## src/rtl/expr_stream_eval.sv

```systemverilog
// Streaming ASCII expression recognizer/evaluator: NUMBER (OP NUMBER)* with multi-digit operands.
// Define EXPR_MUL_EN to accept '*' with precedence over '+'/'-'.
module expr_stream_eval #(
  parameter int WIDTH      = 8,
  parameter int MAX_DIGITS = 3
) (
  input  logic             clk,
  input  logic             clr_n,
  input  logic             in_valid,
  input  logic [7:0]       in,
  output logic             in_ready,
  output logic             out,
  output logic             err,
  output logic [WIDTH-1:0] result,
  output logic [3:0]       ndigits
);

  typedef enum logic [1:0] {S_START, S_NUM, S_OP, S_ERR} state_t;

  localparam logic [3:0] MAX_ND = 4'(MAX_DIGITS);

  state_t state, state_nxt;

  logic signed [WIDTH-1:0] acc;
  logic signed [WIDTH-1:0] num;
  logic signed [WIDTH-1:0] num_next;
  logic signed [WIDTH-1:0] prod_cur;
  logic signed [WIDTH-1:0] prod_next;
  logic signed [WIDTH-1:0] res_q;
  logic                    neg;
  logic [3:0]              ndig;

  logic       is_digit, is_addsub, is_mul;
  logic [3:0] digit_val;

  function automatic logic signed [WIDTH-1:0] wrap_mac10(
    input logic signed [WIDTH-1:0] a,
    input logic [3:0]              d
  );
    logic signed [WIDTH-1:0] ten;
    ten = $signed(WIDTH'(10));
    return a * ten + $signed(WIDTH'(d));
  endfunction

  function automatic logic signed [WIDTH-1:0] wrap_signed_add(
    input logic signed [WIDTH-1:0] a,
    input logic                    sub,
    input logic signed [WIDTH-1:0] b
  );
    return sub ? (a - b) : (a + b);
  endfunction

  assign is_digit  = (in >= 8'h30) && (in <= 8'h39);
  assign is_addsub = (in == 8'h2B) || (in == 8'h2D);
  assign is_mul    = (in == 8'h2A);
  assign digit_val = 4'(in - 8'h30);
  assign num_next  = wrap_mac10(num, digit_val);

`ifdef EXPR_MUL_EN
  localparam bit MUL_EN = 1'b1;
  logic signed [WIDTH-1:0] term;

  assign prod_cur  = term * num;
  assign prod_next = term * num_next;

  // term holds the product of the '*' chain preceding the operand in progress
  always_ff @(posedge clk) begin
    if (!clr_n) begin
      term <= $signed(WIDTH'(1));
    end else if (in_valid && state_nxt != S_ERR) begin
      if (is_mul)
        term <= prod_cur;
      else if (is_addsub)
        term <= $signed(WIDTH'(1));
    end
  end
`else
  localparam bit MUL_EN = 1'b0;

  assign prod_cur  = num;
  assign prod_next = num_next;
`endif

  always_ff @(posedge clk) begin
    if (!clr_n)
      state <= S_START;
    else
      state <= state_nxt;
  end

  always_comb begin
    state_nxt = state;
    if (in_valid) begin
      unique case (state)
        S_START, S_OP: state_nxt = is_digit ? S_NUM : S_ERR;
        S_NUM: begin
          if (is_digit)
            state_nxt = (ndig == MAX_ND) ? S_ERR : S_NUM;
          else if (is_addsub || (is_mul && MUL_EN))
            state_nxt = S_OP;
          else
            state_nxt = S_ERR;
        end
        S_ERR: state_nxt = S_ERR;
      endcase
    end
  end

  always_comb begin
    in_ready = 1'b1;
    out      = (state == S_NUM);
    err      = (state == S_ERR);
    result   = res_q;
    ndigits  = ndig;
  end

  // Datapath freezes on any transition into S_ERR so result keeps its last legal value
  always_ff @(posedge clk) begin
    if (!clr_n) begin
      acc   <= '0;
      num   <= '0;
      neg   <= 1'b0;
      res_q <= '0;
      ndig  <= '0;
    end else if (in_valid && state_nxt != S_ERR) begin
      if (is_digit) begin
        num   <= num_next;
        ndig  <= ndig + 4'd1;
        res_q <= wrap_signed_add(acc, neg, prod_next);
      end else begin
        num  <= '0;
        ndig <= '0;
        if (is_addsub) begin
          acc <= wrap_signed_add(acc, neg, prod_cur);
          neg <= (in == 8'h2D);
        end
      end
    end
  end

endmodule

```

## config.mk

```make
export PLATFORM = sky130hd
export DESIGN_NAME = expr_stream_eval
export DESIGN_NICKNAME = d
export VERILOG_FILES = /design/src/rtl/expr_stream_eval.sv
export SDC_FILE = /design/constraint.sdc
export NUM_CORES = 1
export LEC_CHECK = 0
export CORE_MARGIN = 3
export CORE_UTILIZATION = 41
export DETAILED_ROUTE_END_ITERATION = 12
export GPL_TIMING_DRIVEN = 0
export SKIP_LAST_GASP = 1
export SLEW_MARGIN = 10
export SYNTH_ARGS = -nofsm -noshare
export SYNTH_HDL_FRONTEND = slang
export SYNTH_SLANG_ARGS = --single-unit
```

## constraint.sdc

```tcl
create_clock -name clk -period 11.3 [get_ports clk]
set_input_delay 2.26 -clock clk [delete_from_list [all_inputs] [get_ports clk]]
set_output_delay 2.26 -clock clk [all_outputs]
set_load 0.01 [all_outputs]
```

* Yosys cells after proc, flatten, opt, wreduce, memory -nomap -nowiden
Index checks and enable logic that the tools add are counted.
Word-level totals: register bits 31, output and inout bits 15
Cells by class: multipliers 1, reduce and logical (&&, ||, !) cells 7, bitwise gates (word level) 1, eq/ne operators 7, multiplexer cells 10, magnitude comparators 2, add/subtract/negate cells 7
Operators with widths (count):
- $mux 8 | 3
- $add 8x8->8 | 2
- $eq 8x6->1 const B | 2
- $sub 8x8->8 | 2
- $add 8x5->8 | 1
- $ge 8x6->1 const B | 1
- $le 8x6->1 const B | 1
- $mul 8x4->7 const B | 1
- $mux 2 | 4
- $pmux 2 s3 | 1
- $add 4x1->4 const B | 1
- $eq 2x2->1 const B | 2
- $eq 4x2->1 const B | 1
- $mux 4 | 1
- $sub 4x1->4 const B | 1
- $reduce_and 3->1 | 1
- $eq 2x1->1 const B | 1
- $logic_and 1x1->1 | 2
- $logic_not 2->1 | 1
- $ne 2x2->1 const B | 1
- $reduce_and 2->1 | 1
- $reduce_or 2->1 | 1
- $logic_or 1x1->1 | 1
- $mux 1 | 1
- $not 1->1 | 1

* Logic depth before layout (Yosys ltp)
Gate-level depths: netlist (run 1).
word-level depth 9, mapped depth 15, gate-level depth less buffers 15

* Worst setup path before layout (run 1)
Ideal clock, no wire load.
kind input to register, from input in[1], to register res_q[7], in the netlist result[7], data arrival time 4.986 ns, stages on the path 15, required time 11.178 ns, path slack 6.192 ns, cell sequence ha_1 > inv_1 > fa_1 > xor2_2 > and3_4 > a21oi_1 > xor2_1 > ha_1 > or2_2 > a21oi_1 > a31oi_1 > nand2_1 > nor2_1 > o211a_1 > a311o_1
On the way: longest elaborated chain between the ends 9, elaborated cells between the ends (all ways) 19, those cells by class add/sub: 4; order compare: 2; eq/ne: 3; mux: 6; reduce/logical: 4
Ends and longest elaborated chain:
- start: declaration | line 10 | input logic [7:0] in,
- branches (longest 9 deep; another with $add 8x5->8)
- end signal: assignment | line 129 | res_q <= wrap_signed_add(acc, neg, prod_next);
- end: declaration | line 29 | logic signed [WIDTH-1:0] res_q;
Parallel ways; which one is timed is not known. A chain may end at the register's enable or synchronous reset.

* Worst setup path after layout (run 1)
Same ends and word-level chain as after synthesis.

==> results of run 1 <==
worst paths after layout:
kind	from	end	slack [ns]	depth (start not counted)
max	in[1]	result[7]	5.62	16
min	result[3]	result[3]	0.45	2
min reg2reg	result[3]	result[3]	0.45	2
max reg2reg	num[3]	result[7]	7.56	14
state kept, by name, indices dropped and copies added, names as in the netlist:
signal,flops
ndigits,4
result,8
acc,8
neg,1
state,2
num,8
Yosys cell counts, types with 7 or more instances:
library cell and number:
a21oi_1 33, dfxtp_1 31, ha_1 27, inv_1 21, mux2i_1 7, nand2_1 19
nor2_1 31, nor3_1 12, o21ai_0 8, xnor2_1 18, xor2_1 9
tightest hold or removal path, delay by kind of cell (launching register included):
family | cells | cell delay, ns
flip-flops | 1 | 0.31
AND/OR/NAND/NOR | 1 | 0.05
AO/OA/AOI/OAI | 1 | 0.05
through the flow:
stage               hold WS (ns)  total power [uW]  utilization [%]  instance area (um^2)
floorplan                  0.443               127                -                  2490
global placement           0.442               136             49.3                  2810
detailed placement         0.446               136             49.3                  2810
CTS                        0.456               253             51.3                  2930
global route               0.487               263             51.3                  2930
finish                     0.451               250             51.3                  2930
layer usage:
metal	share of wire, %	wire length, um	up-vias
li1	-	-	1117
met1	49	3070	1018
met2	46	2860	42
met3	3.4	212	14
met4	1.8	110	0
met5	0	0	-
cell type report:
type / count / area, um^2 / share of cell area (%)
plain buffers: 8 / 43.8 / 1.49
clock buffers: 6 / 82.6 / 2.82
clock inverters: 2 / 35.0 / 1.20
inverters: 22 / 82.6 / 2.82
multi-input cells: 242 / 1750 / 59.6
flip-flops and latches: 31 / 621 / 21.2
well taps: 72 / 90.1 / 3.07
repair buffers: 23 / 230 / 7.86
cell usage in the layout, fill, tap and decap left out, drive strengths merged, types with 5 or more instances in the layout:
cell type / count
clkdlybuf4s50: 23
ha: 27
clkbuf: 10
a21oi: 34
o21ai: 9
dfxtp: 31
a31oi: 6
xnor2: 18
a21o: 7
inv: 22
nor2b: 6
xor2: 11
a211oi: 6
mux2i: 7
nor2: 32
and3: 5
nand2: 21
nor3: 12
where the power goes:
group	internal [uW]	switching, uW
clock network	71.4	45.3
registers	110	0.468
logic	10.5	13.0
logic make-up (layout without fill, tap and decap cells):
logic type / Yosys count / count (layout) / share of synthesized area, %
simple gates: 100 / 100 / 20.2
compound gates: 73 / 73 / 18.3
fa+ha+maj: 31 / 31 / 16.8
flops: 31 / 31 / 24.9
xor+xnor: 30 / 30 / 11.7
buf+inv: 30 / 61 / 5.07
mux: 7 / 7 / 2.81
other cells: 1 / 1 / 0.150
==> key figures, run 1 <==
Run status
  – Outcome: finished, final reports clean

Floorplan
  – Area of the core: between 5000 and 6000 um^2
  – Cell Rows: 27
  – Die width: 84.0 um
  – Initial cell density of the core: ~44%
  – Ports: 26
  – Die area: 7050 um^2
  – Die span in y: 84.0 um

Timing
  – Min Tclk post-route: between 5 and 6 ns
  – Tightest Pin Transition: 0.605 ns
  – Max frequency: 176 MHz
  – Setup Skew: approximately 0.0044 ns
  – Final Hold Viols: 0
  – Tcrit/Tclk final: 50.3%
  – Setup TNS: 0 ns
  – Worst setup margin: 5.62 ns
  – Slew Limit Fails: 0
  – Setup violations, final: 0
  – Slew headroom: 59.7%
  – RSZ-0062 raised after global routing: false

Setup path
  – Bufs and invs on worst path: 2
  – Family with the most delay on the worst path: adder cells
  – Critical Path RT: approximately 11 ns
  – Critical-path maximum fanout: 4
  – CP arrival: 5.86 ns
  – Critical-path top delay cell: clkdlybuf4s50_1
  – Startpoint Class: primary input
  – Worst-path cell chain: clkdlybuf4s50_1 > ha_1 > inv_1 > fa_1 > nor2b_1 > o21a_2 > xor2_1 > xor2_1 > ha_1 > or2_2 > a21oi_1 > a31oi_1 > nand2_1 > nor2_1 > o211a_1 > a311o_1
  – Kind of critical path: in -> reg
  – Max stage delay on crit path: roughly 0.56 ns
  – Crit. End Element: register

Power and ir drop
  – PD cells: 85.4 nW/um^2
  – Lkg Pwr: 0.00118 uW
  – Worst vdd ir: 0.0427 mV

Logic synthesis
  – EDFF count, synth: 0
  – Post-synth net total: approximately 350
  – Top cell type's share of synthesized area: 24.9%
  – Async SR Flop Fraction: 0%
  – Synthesized cell area: approximately 2500 um^2
  – Share of the yosys chip area belonging to registers: approximately 25%
  – Post-synth top area cell: dfxtp_1
  – Average footprint of a synthesized cell: 8.23 um^2
  – Primary FF master, synth: dfxtp_1
  – Yosys warns: 0
  – Largest cells by area after synthesis: dfxtp_1 25%, ha_1 14%, a21oi_1 6.6%
  – Yosys reg bits: 31
  – Post-Synthesis Cells: 303
  – Count of cell types in the netlist: 56

Final layout
  – NumNets Final: around 380
  – Non-Filler Instances: approximately 410
  – Diode count: 0
  – Synth-to-layout area growth: 17.6%
  – Fillcell total: ~560
  – Layout cells sized above 1: 8.08%

Placement
  – DP Worst Slack: 5.37 ns
  – RD Place Congestion: between 0.9 and 1
  – I/O Buffers: 23
  – Dpl cells: roughly 400
  – Post-DP HPWL: 4.84 mm

Detailed routing
  – DRC: 0
  – Routed vias: 2191
  – Initial detailed-routing violation count: between 90 and 100
  – Antenna Nets Post-Route: 0
  – Vias per cell: around 5.4
  – Post-Route WL: 6.25 mm
  – TritonRoute pass-1 iters: 4
  – Post-DR wirelength/cell: 15.4 um

Clocking
  – Postcts setup bufs: 0
  – CTS root buf: clkbuf_8
  – Clock transition at path regs: 0.07 ns
  – CTS hold repair buffers: 0
  – CTS tree: yes
  – Clock Sinks: 31
  – Worst-Skew Late Latency: 0.29 ns
  – Post-CTS Resized: 0
  – Bufs on Longest Clock Path: 2
  – H-tree depth: 2
  – CTS Buf Count: 5

Global routing
  – GRT met3 Usage: 4.05%
  – Total Routing Usage GR: 18.8%
  – Busiest grt layer: met2
  – First-pass GRT wire length: between 10 and 15 mm
  – Vias in the first global route: between 2k and 2.5k
  – Met1 Use GR: 24.3%
  – Largest net degree at the start of global routing: 11
  – GRT met2 Usage: 31.3%
  – Total congestion overflow: 0
  – Initial antenna violation count: 0

Worst hold path
  – Worst min path class: reg -> reg

Flow run
  – Max-cap violations: 0
Power figures use the tool's default switching activity.
==> run 2: changes to the inputs <==
==> constraint.sdc (replaced) <==
create_clock -name clk -period 5.9 [get_ports clk]
set_input_delay 1.18 -clock clk [delete_from_list [all_inputs] [get_ports clk]]
set_output_delay 1.18 -clock clk [all_outputs]
set_load 0.01 [all_outputs]
==> results of run 2 <==
The final DEF is identical to that of run 1. Status: finished, final reports clean.
Among the figures that moved: setup slack after placement 5.37 ns -> 1.05 ns; setup slack after layout 5.62 ns -> 1.30 ns; register-to-register setup slack 7.56 ns -> 2.16 ns; total power 250 uW -> 480 uW; worst IR drop on VDD 0.0427 mV -> 0.0818 mV
